**config.mk**
```make
export PLATFORM = sky130hd
export DESIGN_NAME = turn_controller
export DESIGN_NICKNAME = d
export VERILOG_FILES = /design/src/rtl/yacht_pkg.sv /design/src/rtl/edge_pulse.sv /design/src/rtl/turn_controller.sv
export SDC_FILE = /design/constraint.sdc
export NUM_CORES = 1
export LEC_CHECK = 0
export ABC_AREA = 1
export CORE_MARGIN = 4
export CORE_UTILIZATION = 52
export CTS_BUF_LIST = sky130_fd_sc_hd__clkbuf_8 sky130_fd_sc_hd__clkbuf_16
export DETAILED_ROUTE_END_ITERATION = 7
export GPL_TIMING_DRIVEN = 0
export PLACE_DENSITY = 0.93
export SYNTH_ARGS = -nofsm -noshare
export SYNTH_HDL_FRONTEND = slang
export SYNTH_SLANG_ARGS = --single-unit
```
**constraint.sdc**
```tcl
create_clock -name clk -period 4.6 [get_ports clk]
set_input_delay 1.15 -clock clk [delete_from_list [all_inputs] [get_ports clk]]
set_output_delay 1.15 -clock clk [all_outputs]
set_load 0.05 [all_outputs]
```
**src/rtl/yacht_pkg.sv**
```systemverilog
// Shared Yacht Dice constants and the turn-sequencer state encoding.
// The scoreboard imports the same category constants.
package yacht_pkg;

  localparam int NUM_CATEGORIES = 12;
  localparam int MAX_ROLLS      = 3;
  localparam int CAT_W          = 4;

  typedef enum logic [2:0] {
    TURN_START,
    WAIT_ROLL,
    ROLLING,
    ROLLED,
    COMMIT,
    NEXT,
    GAME_OVER
  } turn_state_t;

  // Indices past the last category read as "used", so out-of-range selects are refused.
  function automatic logic cat_open(input logic [CAT_W-1:0]          cat,
                                    input logic [NUM_CATEGORIES-1:0] used);
    logic [2**CAT_W-1:0] ext;
    ext = {{(2**CAT_W - NUM_CATEGORIES){1'b1}}, used};
    return ~ext[cat];
  endfunction

endpackage

```
**src/rtl/edge_pulse.sv**
```systemverilog
// Rising-edge detector for one debounced, synchronized button level.
// The history bit is registered; the pulse is high for the cycle the level first reads 1.
module edge_pulse (
  input  logic clk,
  input  logic reset,
  input  logic level,
  output logic pulse
);

  logic level_q;

  always_ff @(posedge clk) begin
    if (reset) level_q <= 1'b0;
    else       level_q <= level;
  end

  assign pulse = level & ~level_q;

endmodule

```
**src/rtl/turn_controller.sv**
```systemverilog
// Yacht Dice turn sequencer: timed roll bursts, three-roll limit, first-roll hold rule,
// gated category commits, and player/round rotation up to game over.
//
// state      | meaning
// TURN_START | dice_clear high, roll count cleared
// WAIT_ROLL  | no roll yet this turn; holds not allowed
// ROLLING    | roll_en burst, down-counter to terminal count
// ROLLED     | at least one roll done; roll again or commit
// COMMIT     | score_commit pulse, player/round advance
// NEXT       | decide next turn or end of game
// GAME_OVER  | terminal until reset
module turn_controller
  import yacht_pkg::*;
#(
  parameter int NUM_PLAYERS = 2,
  parameter int ROLL_CYCLES = 16,
  parameter int NUM_ROUNDS  = 12
) (
  input  logic                      clk,
  input  logic                      reset,
  input  logic                      roll_btn,
  input  logic                      confirm_btn,
  input  logic [4:0]                hold_sw,
  input  logic [CAT_W-1:0]          cat_sel,
  input  logic [NUM_CATEGORIES-1:0] cat_used,
  output logic                      roll_en,
  output logic [1:0]                roll_cnt,
  output logic                      dice_clear,
  output logic                      score_commit,
  output logic [CAT_W-1:0]          commit_cat,
  output logic [1:0]                player,
  output logic [3:0]                round,
  output logic                      roll_reject,
  output logic                      game_over
);

  localparam int BW = $clog2(ROLL_CYCLES + 1);
  localparam logic [BW-1:0] BURST_LOAD  = BW'(ROLL_CYCLES);
  localparam logic [BW-1:0] BURST_LAST  = BW'(1);
  localparam logic [1:0]    ROLL_LIMIT  = 2'(MAX_ROLLS);
  localparam logic [1:0]    LAST_PLAYER = 2'(NUM_PLAYERS - 1);
  localparam logic [3:0]    ROUND_END   = 4'(NUM_ROUNDS);

  turn_state_t   state;
  logic [BW-1:0] burst;
  logic          roll_edge;
  logic          confirm_edge;

  edge_pulse u_roll_edge (
    .clk   (clk),
    .reset (reset),
    .level (roll_btn),
    .pulse (roll_edge)
  );

  edge_pulse u_confirm_edge (
    .clk   (clk),
    .reset (reset),
    .level (confirm_btn),
    .pulse (confirm_edge)
  );

  // dice_clear resets high so the first cycle out of reset clears the dice.
  always_ff @(posedge clk) begin
    if (reset) begin
      state        <= TURN_START;
      burst        <= '0;
      roll_en      <= 1'b0;
      roll_cnt     <= 2'd0;
      dice_clear   <= 1'b1;
      score_commit <= 1'b0;
      commit_cat   <= '0;
      player       <= 2'd0;
      round        <= 4'd0;
      roll_reject  <= 1'b0;
      game_over    <= 1'b0;
    end else begin
      dice_clear   <= 1'b0;
      score_commit <= 1'b0;
      roll_reject  <= 1'b0;
      case (state)
        TURN_START: begin
          roll_cnt <= 2'd0;
          state    <= WAIT_ROLL;
        end
        WAIT_ROLL: begin
          if (roll_edge) begin
            if (|hold_sw) begin
              roll_reject <= 1'b1;
            end else begin
              roll_en <= 1'b1;
              burst   <= BURST_LOAD;
              state   <= ROLLING;
            end
          end
        end
        ROLLING: begin
          if (burst == BURST_LAST) begin
            roll_en  <= 1'b0;
            roll_cnt <= roll_cnt + 2'd1;
            state    <= ROLLED;
          end else begin
            burst <= burst - BURST_LAST;
          end
        end
        ROLLED: begin
          // A legal confirm beats a simultaneous roll; an illegal one defers to the roll.
          if (confirm_edge && cat_open(cat_sel, cat_used)) begin
            commit_cat   <= cat_sel;
            score_commit <= 1'b1;
            state        <= COMMIT;
          end else if (roll_edge) begin
            if (roll_cnt < ROLL_LIMIT) begin
              roll_en <= 1'b1;
              burst   <= BURST_LOAD;
              state   <= ROLLING;
            end else begin
              roll_reject <= 1'b1;
            end
          end else if (confirm_edge) begin
            roll_reject <= 1'b1;
          end
        end
        COMMIT: begin
          if (player == LAST_PLAYER) begin
            player <= 2'd0;
            round  <= round + 4'd1;
          end else begin
            player <= player + 2'd1;
          end
          state <= NEXT;
        end
        NEXT: begin
          if (round == ROUND_END) begin
            game_over <= 1'b1;
            state     <= GAME_OVER;
          end else begin
            dice_clear <= 1'b1;
            state      <= TURN_START;
          end
        end
        GAME_OVER: begin
          game_over <= 1'b1;
        end
        default: begin
          state <= TURN_START;
        end
      endcase
    end
  end

endmodule

```
After elaboration in Yosys (flattened, before gate mapping):

Index checks and enable logic that the tools add are counted.

* add/sub/neg operators: 4
* $mul: 0
* divide/modulo/power cells: 0
* magnitude comparators: 2
* eq/ne operators: 19
* shifts and indexed selects: 0
* muxes and demuxes: 39
* bitwise operators: 7
* reductions and logical operators: 14

Operators by type and width (count)
* $mux 5: 6
* $mux 3: 7
* $pmux 3 s7: 1
* $mux 1: 17
* $ne 2x2->1 const B: 8
* $pmux 5 s3: 1
* $reduce_and 7->1: 2
* $eq 3x3->1 const B: 3
* $reduce_and 2->1: 4
* $eq 3x2->1 const B: 2
* $ne 3x3->1 const B: 2
* $reduce_and 6->1: 1
* $eq 5x1->1 const B: 1
* $lt 4x5->1 const B: 1
* $not 1->1: 5
* $reduce_or 5->1: 1
* $sub 5x1->5 const B: 1
* $add 2x1->2 const B: 2
* $add 4x1->4 const B: 1
* $bmux 1 s4: 1
* $eq 4x4->1 const B: 1
* $mux 2: 2
* $pmux 1 s2: 2
* $pmux 2 s2: 1
* other kinds (10): 12

* register bits after elaboration: 27
* latch bits: 0
* memory bits (writable): 0
* ROM bits: 0
* output and inout port bits: 17
* word-level logic and storage cells: 98
* memories kept: 0

Depth between registers and ports, before layout:

Gate-level depths: netlist (run 1).

* depth after elaboration: 6
* gate-level depth with buffers: 13
* gate-level depth less buffers: 13

Modules after synthesis:

Synthesis (run 1) repeated with hierarchy kept, for this count alone.

* cell total of the unflattened synthesis: 219
* area, all modules: 1480.2 um^2

By module, submodules not included
* turn_controller: instances 1, cells each 211, area an instance 1417.6 um^2, seq. area each 500.5 um^2
* edge_pulse: instances 2, cells each 4, area an instance 31.3 um^2, seq. area each 20.0 um^2

Least setup slack after synthesis (run 1):

Ideal clock, no wire load.

* kind: input -> register
* from: in roll_btn
* to: reg burst[1]
* arrival: 2138 ps
* required time: 4486 ps
* slack: 2348 ps
* stages on the path: 10
* path through: inv_1 > or2_4 > clkinv_1 > nor2_1 > inv_2 > nand2_2 > nor3b_4 > nand2_4 > nor2_1 > nor2_2

* longest elaborated chain between the ends: 3
* elaborated cells between the ends (all ways): 4
* classes of those cells: 2 x eq/ne; 1 x bitwise; 1 x reduce/logical

Ends and longest elaborated chain
* start, declared: RTL line turn_controller.sv:21 `input logic roll_btn,`
* $and 1x1->1 *: RTL line edge_pulse.sv:17 `assign pulse = level & ~level_q;`
* $ne 2x2->1 (no source line)
* $reduce_and 7->1 (no source line) *
* end signal, assigned: RTL line turn_controller.sv:103 `burst <= burst - BURST_LAST;`
* end, declared: RTL line turn_controller.sv:45 `logic [BW-1:0] burst;`

Mark *: on every way between the ends. The rest lies on a longest branch, timed or not.
A chain may end at the register's enable or synchronous reset.

Final worst setup path (run 1):

* from: in cat_sel[0]
* to: reg burst[1]

* longest elaborated chain between the ends: 6

Ends and longest elaborated chain
* start, declared: RTL line turn_controller.sv:24 `input logic [CAT_W-1:0] cat_sel,`
* $bmux 1 s4: RTL line yacht_pkg.sv:24 `return ~ext[cat];`
* $mux 1 (not written as such): RTL line yacht_pkg.sv:24
* $not 1->1: RTL line yacht_pkg.sv:24
* $logic_and 1x1->1: RTL line turn_controller.sv:108 `if (confirm_edge && cat_open(cat_sel, cat_used)) begin`
* $ne 2x2->1 (no source line)
* $reduce_and 7->1 (no source line)

No other way between the ends. The select of a mux whose other input is x is not followed.

==> impl_metrics.env, run 1 <==
export IMPL_status="finished clean"
export IMPL_tightestPinTransition_ns=0.508
export IMPL_timing_rr_end="burst[1]$_SDFFE_PP0P_"
export IMPL_grt_pass1_wl_microns=6130
export IMPL_antenna_left=0
export IMPL_synthTopCellsByCount="nand2_1 (52), inv_1 (29), dfxtp_1 (27), nor2_1 (27), nand3_1 (19)"
export IMPL_seq_area_frac_synth=0.340
export IMPL_cts_sinks=27
export IMPL_cts_resized=0
export IMPL_critPathRequiredTime_ns=4.78
export IMPL_powerDensity_nw_per_um2=467
export IMPL_timing_setup_tns_ns=0
export IMPL_yosysMostFrequentCell="nand2_1"
export IMPL_drive_gt1_frac=0.135
export IMPL_drc_errors=0
export IMPL_core_sq_um=2830
export IMPL_period_needed_ns=2.65
export IMPL_drv_slew=0
export IMPL_ys_top_cells_by_area="dfxtp_1 (34%), nand2_1 (12%), inv_1 (6.8%)"
export IMPL_grt_pass1_vias=1455
export IMPL_synth_area_sq_um=1590
export IMPL_min_path_cells=2
export IMPL_min_to="player[1]$_SDFFE_PP0P_"
export IMPL_critPathLaunchType="primary input"
export IMPL_finalClockSkew_ns=0.00320
export IMPL_cts_hold_buf=0
export IMPL_fp_dieH_microns=63.3
export IMPL_slew_headroom=0.660
export IMPL_rr_worst_depth=7
export IMPL_fin_nets=305
export IMPL_rsz0062_at_grt="no"
export IMPL_vias_per_cell=5.10
export IMPL_track_usage=0.181
export IMPL_critPathKind="primary input to flip-flop"
export IMPL_ys_warn_count=0
export IMPL_ys_seq_elements=27
export IMPL_path_max_fanout=7
export IMPL_async_flop_share=0
export IMPL_dp_hpwl_microns=2680
export IMPL_yosys_area_top_type="dfxtp_1"
export IMPL_synth_top_area_share=0.340
export IMPL_hold_viol=0
export IMPL_clk_pin_slew_worst_paths_ns=0.10
export IMPL_cap_violations=0
export IMPL_r2r_start="state[0]$_SDFFE_PP0P_"
export IMPL_synth_edf_count=0
export IMPL_dieWidth_microns=63.3
export IMPL_cts_tree="yes"
export IMPL_die_area_sq_um=4010
export IMPL_cp_startpoint="cat_sel[0]"
export IMPL_routed_wirelength_microns=3420
export IMPL_hold_slack_ns=0.463
export IMPL_setup_violations=0
export IMPL_first_pass_iters=4
export IMPL_synth_distinct_cells=35
export IMPL_clk_path_buf_depth=2
export IMPL_portBuffers=40
export IMPL_hold_class="flip-flop to flip-flop"
export IMPL_grt_max_degree=18
export IMPL_syn_area_per_cell_sq_um=6.92
export IMPL_antennaDiodeCount=0
export IMPL_antenna_found_initial=0
export IMPL_synth_fp_nets=260
export IMPL_numCtsBuffers=3
export IMPL_cts_root_buf="clkbuf_8"
export IMPL_synthCells=230
export IMPL_place_congestion=0.886
export IMPL_boundaryPins=42
export IMPL_vdd_drop_max_v=0.000390
export IMPL_synth_ff_type="dfxtp_1"
export IMPL_drtIter0Drc=58
export IMPL_start_util=0.563
export IMPL_clk_latency_ns=0.28
export IMPL_worstPathArrival_ns=2.83
export IMPL_vias=1554
export IMPL_hp_start="player[1]$_SDFFE_PP0P_"
export IMPL_max_freq_ghz=0.377
export IMPL_finalPower_mw=0.971
export IMPL_p_leak_nw=0.922
export IMPL_wire_per_inst_microns=11.2
export IMPL_htreeDepth=1
export IMPL_rows=19
export IMPL_post_route_period_util=0.577
export IMPL_cp_end_kind="flip-flop"
export IMPL_cts_setup_buffers=0
export IMPL_area_delta_synth_final_pct=30.7
export IMPL_grt_ovfl_total=0
export IMPL_r2r_slack_ns=3.03
-- per-layer routing --
metal	global-route usage	wire [microns]
met1	0.221	1590
met2	0.319	1660
met3	0.0462	141
met4	0.0350	39
met5	0	0
-- final cells by class --
type | count | area (sq um)
repair buffers | 40 | 400
plain buffers | 2 | 17.5
inverters | 40 | 155
multi-input cells | 161 | 878
clock inverters | 1 | 8.76
well taps | 31 | 38.8
clock buffers | 3 | 41.3
flip-flops and latches | 27 | 541
fillers | 225 | 748
-- through the flow --
stage	area (sq um)	util	cells	setup slack, ns
after detailed placement	2030	0.718	301	1.64
after global placement	2030	0.718	301	1.67
after floorplan	1590	-	230	2.35
final	2080	0.736	305	1.95
after global routing	2080	0.736	305	1.75
after CTS	2080	0.736	305	1.94
-- logic make-up (layout without fill, tap and decap cells) --
kind of cell               count (synthesis)  count (layout)  share of synthesized area
adders and majority gates                  5               5                     0.0393
AOI/OAI and AO/OA                         30              30                      0.111
and+or+nand+nor                          126             126                      0.402
buffers and inverters                     42              86                      0.108
DFF                                       27              27                      0.340
-- registers in the layout, summed over array words and instances (netlist names) --
name / count
burst: 5
commit_cat: 4
dice_clear: 1
game_over: 1
player: 2
roll_cnt: 2
roll_en: 1
roll_reject: 1
round: 4
score_commit: 1
state: 3
u_confirm_edge.level_q: 1
u_roll_edge.level_q: 1
-- report_power, final --
part | switching [mW] | leakage [nW] | internal [mW]
registers | 0.0426 | 0.221 | 0.279
clock network | 0.0776 | 0.0261 | 0.0636
logic | 0.315 | 0.676 | 0.194
total | 0.435 | 0.922 | 0.536
-- worst max-delay path: stages --
cell             delay (ns)
clkdlybuf4s50_1        0.61
inv_2                  0.12
nand2_1                0.07
nand3_1                0.06
nand2_1                0.08
nand2_2                0.06
a21oi_4                0.16
nand3_4                0.12
nand2_2                0.08
inv_2                  0.07
nand2_4                0.09
nand2_1                0.05
nand2_1                0.07
nor2_2                 0.03
-- cell usage in the layout, fill, tap and decap left out, types with 4 or more instances in the layout --
cell,instances
a21oi_1,14
clkbuf_8,4
clkdlybuf4s50_1,40
dfxtp_1,27
ha_1,5
inv_1,29
inv_2,8
nand2_1,52
nand2_2,7
nand3_1,19
nor2_1,27
o21ai_0,10
-- worst max path at each step --
stage / to / cells after the start
after floorplan: burst[1]$_SDFFE_PP0P_ / 10
after global placement: burst[1]$_SDFFE_PP0P_ / 14
after detailed placement: burst[1]$_SDFFE_PP0P_ / 14
after CTS: burst[1]$_SDFFE_PP0P_ / 14
after global routing: burst[0]$_SDFFE_PP0P_ / 14
final: burst[1]$_SDFFE_PP0P_ / 14
Power figures use the tool's default switching activity.
==> run 2, diff against run 1 <==
Settings changed: CORE_UTILIZATION 52 to 48, PLACE_DENSITY 0.93 to 0.87.
Clock period 4.6 ns to 2.6 ns, I/O delays scaled along.
==> run 2 against run 1 <==
Sequential share of layout area down 0.14 points. First-iteration DRC count up 78%. Non-clock buffer count unchanged. Cell count up 4.3%. Clock power up 66%. Worst setup slack worse by 1.5 ns. Global-route usage down 0.64 points. Clock skew down 0.0019 ns. Register-to-register slack worse by 2.0 ns. Via count down 4.8%. Die area up 7.3%.
==> impl_metrics.env, run 2 (synthesis gave the netlist of run 1 again) <==
export IMPL_wire_per_inst_microns=10.4
export IMPL_clk_path_buf_depth=2
export IMPL_seqCellArea_sq_um=541
export IMPL_regMostFlops="burst"
export IMPL_setup_violations=0
export IMPL_reg_top3="burst: 5 flops, commit_cat: 4 flops, round: 4 flops"
export IMPL_start_util=0.513
export IMPL_min_path_cells=2
export IMPL_place_congestion=0.950
export IMPL_grt_max_degree=15
export IMPL_fp_dieH_microns=65.6
export IMPL_cts_tree="yes"
export IMPL_p_clk_frac=0.138
export IMPL_antennaDiodeCount=0
export IMPL_drc_errors=0
export IMPL_rsz0062_at_grt="no"
export IMPL_slew_headroom=0.658
export IMPL_cp_startpoint="cat_sel[0]"
export IMPL_dr_wl_met2_microns=1590
export IMPL_grt_pass1_wl_microns=5980
export IMPL_antenna_found_initial=0
export IMPL_cp_common_cell="nand2_1"
export IMPL_tightestPinTransition_ns=0.512
export IMPL_first_pass_iters=4
export IMPL_cpMaxStageDelayCell="clkdlybuf4s50_1"
export IMPL_n_fill_cell=290
export IMPL_cts_sinks=27
export IMPL_htreeDepth=1
export IMPL_powerDensity_nw_per_um2=809
export IMPL_cp_end_kind="flip-flop"
export IMPL_r2r_start="state[1]$_SDFFE_PP0P_"
export IMPL_comb_power_share=0.527
export IMPL_post_route_period_util=0.827
export IMPL_portBuffers=40
export IMPL_seqPwrFrac=0.335
export IMPL_numCtsBuffers=3
export IMPL_cts_resized=0
export IMPL_place_ws_ns=0.145
export IMPL_drtIter0Drc=103
export IMPL_track_usage=0.175
export IMPL_drive_gt1_frac=0.131
export IMPL_rows=20
export IMPL_boundaryPins=42
export IMPL_dieWidth_microns=65.6
export IMPL_fin_nets=305
export IMPL_r2r_slack_ns=1.02
export IMPL_cts_hold_buf=0
export IMPL_status="finished clean"
export IMPL_critPathRequiredTime_ns=2.78
export IMPL_final_cell_mix="nand2_1 (52), clkdlybuf4s50_1 (40), inv_1 (30)"
export IMPL_critPathLaunchType="primary input"
export IMPL_clk_latency_ns=0.27
export IMPL_min_to="player[1]$_SDFFE_PP0P_"
export IMPL_path_max_fanout=7
export IMPL_core_sq_um=3100
export IMPL_path_cells="clkdlybuf4s50_1 > inv_2 > nand2_1 > nand3_1 > nand2_1 > nand2_2 > a21oi_4 > nand3_4 > nand2_2 > inv_2 > nand2_4 > nand2_1 > nand2_1 > nor2_2"
export IMPL_p_sw_mw=0.752
export IMPL_period_needed_ns=2.15
export IMPL_routed_wirelength_microns=3320
export IMPL_grt_ovfl_total=0
export IMPL_hp_start="player[1]$_SDFFE_PP0P_"
export IMPL_timing_rr_end="roll_cnt[0]$_SDFFE_PP0P_"
export IMPL_setup_slack_ns=0.450
export IMPL_vias_per_cell=4.65
export IMPL_vdd_drop_max_v=0.000359
export IMPL_max_freq_ghz=0.465
export IMPL_stdcell_count=318
export IMPL_grt_pass1_vias=1416
export IMPL_largest_reg_flops=5
export IMPL_vias=1480
export IMPL_worstPathArrival_ns=2.33
export IMPL_slowest_delay_ns=0.60
export IMPL_dp_hpwl_microns=2550
export IMPL_die_area_sq_um=4300
export IMPL_place_inst=314
export IMPL_p_int_mw=0.941
export IMPL_p_leak_nw=0.923
export IMPL_critPathKind="primary input to flip-flop"
export IMPL_timing_setup_tns_ns=0
export IMPL_area_delta_synth_final_pct=31.4
export IMPL_hold_class="flip-flop to flip-flop"
export IMPL_swShare=0.444
export IMPL_dr_max_layer_used="met4"
export IMPL_finalClockSkew_ns=0.00126
export IMPL_clk_pin_slew_worst_paths_ns=0.09
export IMPL_layout_commonest_cell="nand2_1"
export IMPL_met1_length_microns=1620
export IMPL_cts_root_buf="clkbuf_8"
export IMPL_cap_violations=0
export IMPL_cts_setup_buffers=0
export IMPL_multi_input_area_sq_um=878
export IMPL_drv_slew=0
export IMPL_rr_worst_depth=8
export IMPL_met3_length_microns=76
export IMPL_hold_viol=0
export IMPL_antenna_left=0
==> run 2: routing by layer <==
layer | global-route usage | up-vias
li1 | - | 816
met1 | 0.224 | 637
met2 | 0.300 | 23
met3 | 0.0256 | 4
met4 | 0.0544 | 0
met5 | 0 | -
==> run 2: critical path: cells and delay by family <==
family,cells,cell delay [ns]
AND/OR/NAND/NOR,10,0.72
buffers and inverters,3,0.78
AO/OA/AOI/OAI,1,0.16
==> run 2: worst max-delay path by stage <==
stage	cells after the start	to
floorplan	10	burst[1]$_SDFFE_PP0P_
global placement	14	burst[1]$_SDFFE_PP0P_
detailed placement	14	burst[1]$_SDFFE_PP0P_
CTS	14	burst[1]$_SDFFE_PP0P_
global route	14	burst[1]$_SDFFE_PP0P_
finish	14	burst[1]$_SDFFE_PP0P_
==> run 2: power groups by stage <==
| stage | Clock [mW] | Combinational [mW] | Sequential [mW] |
|---|---|---|---|
| finish | 0.234 | 0.892 | 0.568 |
| global route | 0.257 | 1.02 | 0.579 |
| CTS | 0.237 | 0.895 | 0.567 |
| detailed placement | 0 | 0.883 | 0.576 |
| global placement | 0 | 0.866 | 0.575 |
| floorplan | 0 | 0.613 | 0.651 |
==> run 2: area by class of cell <==
cell class                      count  share of cell area
Multi-Input combinational cell    161               0.420
Tap cell                           44              0.0263
Clock buffer                        3              0.0197
Buffer                              2             0.00837
Inverter                           40              0.0742
Clock inverter                      1             0.00179
Sequential cell                    27               0.258
Timing Repair Buffer               40               0.191
==> run 2: metrics by stage <==
step	power (mW)	utilization	cell area, sq um	hold slack [ns]
3_3_place_gp	1.44	0.660	2050	0.445
5_1_grt	1.86	0.674	2090	0.500
4_1_cts	1.70	0.674	2090	0.473
6_report	1.69	0.674	2090	0.468
2_1_floorplan	1.26	-	1590	0.527
3_5_place_dp	1.46	0.660	2050	0.457
==> run 3, diff against run 2 <==
Settings changed: CORE_UTILIZATION 48 to 43, PLACE_DENSITY 0.87 to 0.83.
Clock period 2.6 ns to 1.8 ns, I/O delays scaled along.
==> run 3 against run 2 <==
Wire length grew 12%. Via count rose by 5.5%. Worst setup slack got worse by 0.35 ns. Clock-buffer cell count unchanged. Die area increased by 10%. Cell area increased by 4.0%. First-iteration DRC count is 13% higher. Clock power rose by 56%. Critical path depth down 13. Cell count is 1.9% higher. Critical endpoint is now player[1].
==> impl_metrics.env, run 3 (synthesis gave the netlist of run 1 again) <==
export IMPL_p_leak_nw=1.09
export IMPL_clk_pin_slew_worst_paths_ns=0.10
export IMPL_final_cell_mix="nand2_1 (50), inv_1 (27), dfxtp_1 (27)"
export IMPL_min_to="u_roll_edge.level_q$_SDFF_PP0_"
export IMPL_hold_class="primary input to flip-flop"
export IMPL_boundaryPins=42
export IMPL_track_usage=0.175
export IMPL_core_sq_um=3440
export IMPL_vias_per_cell=4.82
export IMPL_slew_headroom=0.665
export IMPL_reg_top3="burst: 5 flops, commit_cat: 4 flops, round: 4 flops"
export IMPL_place_congestion=0.908
export IMPL_hold_viol=0
export IMPL_fin_nets=309
export IMPL_cts_root_buf="clkbuf_8"
export IMPL_r2r_start="state[0]$_SDFFE_PP0P_"
export IMPL_portBuffers=40
export IMPL_finalPower_mw=2.63
export IMPL_finalClockSkew_ns=0.00648
export IMPL_routed_wirelength_microns=3720
export IMPL_grt_pass1_wl_microns=6420
export IMPL_cp_depth=1
export IMPL_slowest_delay_ns=0.55
export IMPL_antennaDiodeCount=0
export IMPL_n_fill_cell=311
export IMPL_drc_errors=0
export IMPL_fp_dieH_microns=68.8
export IMPL_numCtsBuffers=3
export IMPL_min_path_cells=3
export IMPL_regMostFlops="burst"
export IMPL_start_util=0.462
export IMPL_post_route_period_util=0.945
export IMPL_drtIter0Drc=116
export IMPL_use_met1=0.228
export IMPL_grt_pass1_vias=1495
export IMPL_grt_ovfl_total=0
export IMPL_dpl_cell_area_sq_um=2050
export IMPL_clk_path_buf_depth=2
export IMPL_layout_commonest_cell="nand2_1"
export IMPL_worstPathArrival_ns=1.25
export IMPL_htreeDepth=1
export IMPL_vdd_drop_max_v=0.000627
export IMPL_path_max_fanout=3
export IMPL_antenna_found_initial=0
export IMPL_grt_busiest_layer="met2"
export IMPL_rows=21
export IMPL_seqCellArea_sq_um=541
export IMPL_powerDensity_nw_per_um2=1210
export IMPL_grt_max_degree=18
export IMPL_drv_slew=0
export IMPL_crit_family="buffers and inverters"
export IMPL_dp_hpwl_microns=2730
export IMPL_vias=1561
export IMPL_antenna_left=0
export IMPL_rr_worst_depth=9
export IMPL_critPathRequiredTime_ns=1.35
export IMPL_cts_sinks=27
export IMPL_cpMaxStageDelayCell="dlygate4sd2_1"
export IMPL_grt_use_met2=0.296
export IMPL_clk_latency_ns=0.28
export IMPL_path_cells="dlygate4sd2_1"
export IMPL_r2r_slack_ns=0.13
export IMPL_max_freq_ghz=0.588
export IMPL_timing_rr_end="burst[1]$_SDFFE_PP0P_"
export IMPL_critPathKind="flip-flop to primary output"
export IMPL_critPathLaunchType="flip-flop"
export IMPL_status="finished clean"
export IMPL_dieWidth_microns=68.8
export IMPL_setup_violations=0
export IMPL_area_delta_synth_final_pct=36.7
export IMPL_largest_reg_flops=5
export IMPL_die_area_sq_um=4740
export IMPL_tightestPinTransition_ns=0.505
export IMPL_cap_violations=0
export IMPL_cp_end_kind="primary output"
export IMPL_wire_per_inst_microns=11.5
export IMPL_multi_input_area_sq_um=917
export IMPL_period_needed_ns=1.70
export IMPL_crit_buf_inv=1
export IMPL_finish_instance_area_sq_um=2180
export IMPL_first_pass_iters=4
export IMPL_use_met3=0.0389
export IMPL_cts_tree="yes"
export IMPL_hp_start="roll_btn"
export IMPL_drive_gt1_frac=0.176
## run 3: cell count changes in the layout (fill, tap and decap cells not counted), sizes merged
cell	delta
clkdlybuf4s50	-24
buf	+4
inv	+1
dlymetal6s2s	+6
dlygate4sd2	+17
clkbuf	+1
clkinv	-1
## run 3: how the worst max path moves through the flow
stage                                 startpoint                     to
after global routing       state[0]$_SDFFE_PP0P_  burst[1]$_SDFFE_PP0P_
after CTS                             cat_sel[1]  burst[1]$_SDFFE_PP0P_
after detailed placement              cat_sel[0]  burst[1]$_SDFFE_PP0P_
after floorplan            round[0]$_SDFFE_PP0P_  state[2]$_SDFFE_PP0P_
after global placement                cat_sel[0]  burst[1]$_SDFFE_PP0P_
final                     player[1]$_SDFFE_PP0P_              player[1]
## run 3: report_power, final
| part | switching, mW | internal, mW |
|---|---|---|
| clock | 0.203 | 0.163 |
| combinational | 0.882 | 0.566 |
| sequential | 0.105 | 0.712 |
| total | 1.19 | 1.44 |
## run 3: metrics by stage
step	utilization	setup slack, ns	hold slack (ns)	setup TNS (ns)	instances
CTS	0.610	0.00726	0.470	0	322
floorplan	-	0.194	0.527	0	230
finish	0.632	0.0998	0.432	0	324
global placement	0.595	-0.435	0.443	-4.96	316
detailed placement	0.595	-0.512	0.456	-6.11	316
global route	0.632	-0.00566	0.427	-0.00566	324
## run 3: area by class of cell
cell class,instances,area share
multi-input combinational,161,0.422
clock buffer,3,0.0190
timing repair buffer,44,0.200
sequential,27,0.248
tap,46,0.0265
buffer,2,0.00805
inverter,40,0.0725
clock inverter,1,0.00403
## run 3: what timing repair did
| action | in CTS | in global routing |
|---|---|---|
| buffers inserted | 2 | 2 |
| gates resized for setup | 21 | 19 |
| pin swaps | 0 | 10 |
| hold buffers | 0 | 0 |
| setup endpoints to repair | 31 | 12 |
## run 3: layer usage
layer,up-vias,routed length [microns],part of all wire
li1,829,-,-
met1,697,1690,0.45
met2,33,1860,0.50
met3,2,157,0.042
met4,0,15,0.0040
met5,-,0,0
